==> src/rtl/fetch_sequencer.sv <==
`default_nettype none
// ============================================================================
// fetch_sequencer
// Instruction-fetch controller: owns the fetch PC, runs the imem req/ack
// handshake and feeds decode through a one-entry output register.
// Optional build macro: FETCH_MISALIGN_TRAP_EN (misaligned jump/branch traps).
// Revision: 1.0
// ============================================================================
module fetch_sequencer #(
    parameter logic [31:0] RESET_VECTOR = 32'h0000_0000,
    parameter logic [31:0] TRAP_VECTOR  = 32'h0000_0100,
    parameter int          MAX_WAIT     = 15
) (
    input  logic        clk,
    input  logic        reset,
    input  logic        stall,
    input  logic        branch_taken,
    input  logic [31:0] branch_target,
    input  logic        jump_valid,
    input  logic [31:0] jump_target,
    input  logic        trap_valid,
    output logic        imem_req,
    output logic [31:0] imem_addr,
    input  logic        imem_ack,
    input  logic [31:0] imem_rdata,
    output logic        inst_valid,
    output logic [31:0] inst,
    output logic [31:0] inst_pc,
    output logic [31:0] inst_pc_4,
    output logic        flush,
    output logic        fetch_error
);

    localparam logic [3:0] WAIT_LIMIT = 4'(MAX_WAIT);

    typedef enum logic [1:0] {
        BOOT  = 2'd0,
        FETCH = 2'd1,
        HOLD  = 2'd2
    } state_t;

    state_t      state, state_nx;
    logic [31:0] fetch_pc, fetch_pc_nx;
    logic [31:0] held_addr, held_addr_nx;
    logic        kill, kill_nx;
    logic [3:0]  wait_cnt, wait_cnt_nx;
    logic        inst_valid_nx;
    logic [31:0] inst_nx, inst_pc_nx;
    logic        fetch_error_nx;
    logic        redirect, misalign;
    logic [31:0] raw_target, target;

    always_comb begin
        redirect = trap_valid | jump_valid | branch_taken;
        if (trap_valid)
            raw_target = TRAP_VECTOR;
        else if (jump_valid)
            raw_target = jump_target;
        else
            raw_target = branch_target;
`ifdef FETCH_MISALIGN_TRAP_EN
        misalign = !trap_valid && (jump_valid || branch_taken) && (raw_target[1:0] != 2'b00);
        target   = misalign ? TRAP_VECTOR : raw_target;
`else
        misalign = 1'b0;
        target   = raw_target & 32'hFFFF_FFFC;
`endif
    end

    assign flush     = redirect;
    assign imem_req  = (state == FETCH);
    // While a killed request is outstanding the old address must stay on the bus.
    assign imem_addr = kill ? held_addr : fetch_pc;
    assign inst_pc_4 = inst_pc + 32'd4;

    always_comb begin
        state_nx       = state;
        fetch_pc_nx    = fetch_pc;
        held_addr_nx   = held_addr;
        kill_nx        = kill;
        wait_cnt_nx    = 4'd0;
        inst_valid_nx  = inst_valid;
        inst_nx        = inst;
        inst_pc_nx     = inst_pc;
        fetch_error_nx = 1'b0;

        if (inst_valid && !stall)
            inst_valid_nx = 1'b0;

        case (state)
            BOOT: state_nx = FETCH;
            FETCH: begin
                if (imem_ack) begin
                    if (kill) begin
                        kill_nx = 1'b0;
                    end else if (!redirect) begin
                        inst_nx       = imem_rdata;
                        inst_pc_nx    = fetch_pc;
                        inst_valid_nx = 1'b1;
                        fetch_pc_nx   = fetch_pc + 32'd4;
                        state_nx      = stall ? HOLD : FETCH;
                    end
                end else begin
                    wait_cnt_nx = wait_cnt + 4'd1;
                    if (wait_cnt == WAIT_LIMIT && !redirect) begin
                        fetch_pc_nx    = TRAP_VECTOR;
                        inst_valid_nx  = 1'b0;
                        kill_nx        = 1'b0;
                        fetch_error_nx = 1'b1;
                        wait_cnt_nx    = 4'd0;
                        state_nx       = BOOT;
                    end
                end
            end
            HOLD: begin
                if (!stall || redirect)
                    state_nx = FETCH;
            end
            default: state_nx = BOOT;
        endcase

        if (redirect) begin
            fetch_pc_nx    = target;
            inst_valid_nx  = 1'b0;
            fetch_error_nx = misalign;
            if (state == FETCH && !imem_ack && !kill) begin
                kill_nx      = 1'b1;
                held_addr_nx = fetch_pc;
            end
        end
    end

    always_ff @(posedge clk or posedge reset) begin
        if (reset) begin
            state       <= BOOT;
            fetch_pc    <= RESET_VECTOR;
            held_addr   <= RESET_VECTOR;
            kill        <= 1'b0;
            wait_cnt    <= 4'd0;
            inst_valid  <= 1'b0;
            inst        <= 32'd0;
            inst_pc     <= 32'd0;
            fetch_error <= 1'b0;
        end else begin
            state       <= state_nx;
            fetch_pc    <= fetch_pc_nx;
            held_addr   <= held_addr_nx;
            kill        <= kill_nx;
            wait_cnt    <= wait_cnt_nx;
            inst_valid  <= inst_valid_nx;
            inst        <= inst_nx;
            inst_pc     <= inst_pc_nx;
            fetch_error <= fetch_error_nx;
        end
    end

endmodule
`default_nettype wire
==> config.mk <==
export PLATFORM = sky130hd
export DESIGN_NAME = fetch_sequencer
export DESIGN_NICKNAME = d
export VERILOG_FILES = /design/src/rtl/fetch_sequencer.sv
export SDC_FILE = /design/constraint.sdc
export NUM_CORES = 1
export LEC_CHECK = 0
export ABC_AREA = 1
export BUFFER_PORTS_ARGS = -buffer_cell sky130_fd_sc_hd__buf_2
export CAP_MARGIN = 40
export CORE_MARGIN = 2
export CORE_UTILIZATION = 50
export DETAILED_ROUTE_END_ITERATION = 16
export PLACE_DENSITY = 0.79
export SETUP_SLACK_MARGIN = 0.05
export SLEW_MARGIN = 20
export SYNTH_ARGS = -nofsm -noshare
export SYNTH_HDL_FRONTEND = slang
export SYNTH_SLANG_ARGS = --single-unit
export TNS_END_PERCENT = 10
==> constraint.sdc <==
create_clock -name clk -period 4.7 [get_ports clk]
set_input_delay 0 -clock clk [delete_from_list [all_inputs] [get_ports clk]]
set_output_delay 0 -clock clk [all_outputs]
set_load 0.005 [all_outputs]
==> run summary <==
The non-filler instance count after layout came out at around 1,500. The flow ran to the end, and the final reports show no timing, DRC or antenna violations. The number of I/O port buffers is around 220. The wire length after detailed routing came out at ~23,000 µm. The initial cell density of the core is 51.1%. The average detailed-routed wire length per instance came out at between 15 and 20 µm. The post-synthesis sequential element count is 131. The endpoint of the worst register-to-register path is inst[26]$_DFFE_PP0P_.

The area of the placeable core is 0.0145 mm². The routed layout has 7,839 vias. The commonest cells after synthesis are 378 x nand2_1, 131 x dfrtp_1, 107 x o21ai_0, 100 x nor2_1, 74 x inv_1. The relative slew slack came out at 53.5%. By startpoint and endpoint, the worst setup path is classified as reg -> out. The pin count of the biggest net entering global routing is 70.

Yosys printed 0 warnings. Counting flops with a built-in enable in the synthesized netlist gives 0. Summing internal, switching and leakage power gives 4.97 mW. The critical path runs through a total of 8 cells. The total DRC errors in the routed layout is 0. In the synthesized netlist the async set-or-reset flop fraction comes to 100%. The TritonCTS clock tree is done.

The required time of the critical path is 4.70 ns. The first TritonRoute pass finished after 6 iterations. The leakage component of the power is 4.92 nW. The number of ports placed on the die boundary came out at 235. The transition time at the pin with the least slew margin is ~0.7 ns. The worst reg2reg path depth is 8. The setup slack of the worst register-to-register path came out at 2.42 ns. The maximum fanout count along the critical path came out at 4. The global-route wire length before repair is 36,900 µm. The first-iteration detailed-routing DRC count is between 700 and 800.

Measured along the y axis, the die boundary spans 126 µm. On the critical path, the stage with the largest delay is an instance of dfrtp_1. Buffers inserted to repair hold after CTS numbered 44. The antenna cell count came out at 0. Setup violations remaining at the end of the flow were counted as 0.

The number of hold violations in the final report came out at 0. The clock slew seen by the registers of the worst setup and hold paths came out at about 0.06 ns. The post-CTS setup repair buffer count is 0. The prevailing post-synth register cell is dfrtp_1. The final weighted congestion in routability-driven placement came out at 0.889.

The cell count after synthesis is 1,050. In this run the critical register-to-register path is launched from state[1]$_DFFE_PP0P_. Setup repair after global routing left no endpoint under its margin. The share of post-route cells with drive strength above 1 came out at 22.6%. Walking the worst path, the cells encountered are ha_1, inv_1, nor3_1, inv_1, nor2_1, nand3b_1, xor2_1, buf_2.

The power density over the cells is 512 mW/mm². Once detailed placement completed, the half-perimeter wirelength came to 15,900 µm. The max-capacitance violation count came out at 0. In the post-synthesis netlist, the biggest area contributors are dfrtp_1 44%, nand2_1 19%, o21ai_0 7.2%. The total of cells resized after clock tree synthesis is 0. The critical path launch point type is a flip-flop. The clock network latency to the later pin of the worst-skew pair came out at 0.42 ns. Relative to the synthesized area, the layout overhead comes to 30.9%. The delay contributed by the slowest stage of the critical path is roughly 0.41 ns. The ratio of routed vias to standard cells came out at 5.23. Once detail routing completed, the nets flagged for antenna violations numbered 0.

In this design, the critical path's most frequently occurring cell is inv_1. The worst vdd rail ir drop is a little under 300 µV. In this run the cell area of the synthesized design comes to ~0.0074 mm². The source of the worst hold timing path is jump_target[29]. The final number of max-transition violations came to 0. The final clock skew came out at 0.00881 ns.

The kind of cell with the highest combined delay along the critical path is simple AND/OR/NAND/NOR gates. The clock root buffer is clkbuf_16. Static timing analysis puts the maximum clock frequency at 429 MHz. CTS built an H-tree with a depth of 4. The site row count came out at between 40 and 50. The dominant cell by count in the synthesized netlist is nand2_1. The via count of the first global-routing pass was between 7,000 and 8,000. The path with the worst hold slack has its endpoint at fetch_pc[29]$_DFFE_PP0P_.

The worst endpoint data arrival time came out at 2.33 ns. The mean cell area of the mapped netlist came out at 7.07 µm². The fraction of post-synthesis cell area in the top cell type by area is 44.2%.

The worst setup path is captured at a primary output. The number of CTS-inserted buffers is 17. The global router's overall resource usage came out at 29.0%. The width of the die came out at approximately 130 µm. The die footprint is 0.0158 mm². The filler cell count in the final layout came out at 1,230. The TritonCTS sink count came out at 131. After layout, the worst path uses 49.6% of the clock period. The minimum period implied by the final worst setup slack came out at 2.33 ns. The number of instances on the worst hold path came out at 5. The number of antenna violations at the first check in global routing came out at 0. The summed negative setup slack over all endpoints is 0 ns. In this run, distinct cell masters in the synthesized netlist total 33. The number of buffers and inverters on the critical path is 3.

dfrtp_1 takes more of the synthesized area than any other cell. The part of the Yosys area used for sequential elements is 44.2%. At the end of the flow, the number of nets in the layout was 1,407.

The total congestion overflow after global routing came out at 0. The number of instances in the placed design is 1,421. No sink is reached through more buffers than the 2 on the longest clock path. The worst hold path belongs to the class in -> reg.
cell families (layout without fill, tap and decap cells):
kind of cell	after synthesis	count (layout)	synth area share [%]
xor+xnor	27	27	3.19
mux	2	2	0.270
other cells	1	6	0.0505
flops	131	131	44.2
compound gates	170	170	11.6
fa+ha+maj	3	3	0.506
buf+inv	132	391	7.62
simple gates	584	584	32.6
power breakdown:
part	switching, mW	internal (mW)	total (mW)
Clock	0.519	0.855	1.37
Combinational	0.961	0.714	1.68
Sequential	0.384	1.54	1.93
Total	1.86	3.11	4.97
stage by stage:
step                      hold WS (ns)  setup slack [ns]  util (%)  instance area, µm²
final                          0.00848              2.37      66.8                9720
after global routing            0.0377              2.24      66.8                9720
after CTS                    0.0000613              2.10      66.8                9700
after detailed placement      -0.00858              1.92      59.5                8650
after global placement           0.201              1.95      58.9                8570
after floorplan                  0.111              1.20         -                7440
layer usage:
| metal | vias up | global-route usage (%) | part of all wire [%] |
|---|---|---|---|
| met5 | - | 0 | 0 |
| met2 | 387 | 46.6 | 46 |
| li1 | 3829 | - | - |
| met3 | 58 | 4.67 | 7.1 |
| met1 | 3565 | 39.6 | 44 |
| met4 | 0 | 11.6 | 3.2 |
registers in the layout (all words and copies together), names as in the netlist:
signal / cells
fetch_error: 1
kill: 1
held_addr: 30
fetch_pc: 30
state: 2
inst_valid: 1
inst_pc: 30
inst: 32
wait_cnt: 4
cell type report:
cell class	count	area (µm²)	share of cell area, %
tap	184	230	2.37
timing repair buffer	276	1680	17.3
sequential	131	3280	33.7
inverter	83	314	3.23
clock buffer	18	439	4.52
multi-input combinational	792	3600	37.1
clock inverter	14	176	1.82
tightest hold or removal path: stages:
cell	delay, ns
buf_2	0.09
nand2_1	0.06
a21oi_1	0.07
nor2_1	0.10
a21oi_1	0.07
cell usage in the layout (no fill, tap or decap), drive strengths merged, types with 18 or more instances in the layout:
cell type    count
xor2            25
inv             87
dfrtp          131
buf            232
o21ai          120
nand3           54
clkbuf          18
a21oi           44
dlygate4sd3     44
nand2          383
nor2           114
nor3            18
worst max path at each step:
stage,start,endpoint,slack [ns]
final,inst_pc[3]$_DFFE_PP0P_,inst_pc_4[30],2.37
after CTS,wait_cnt[0]$_DFF_PP0_,fetch_pc[2]$_DFFE_PP0P_,2.10
after global routing,state[1]$_DFFE_PP0P_,inst[28]$_DFFE_PP0P_,2.24
after global placement,jump_valid,fetch_pc[8]$_DFFE_PP0P_,1.95
after detailed placement,jump_valid,fetch_pc[8]$_DFFE_PP0P_,1.92
after floorplan,reset,fetch_error$_DFF_PP0_,1.20
No activity file was read; power rests on OpenSTA's default activity.
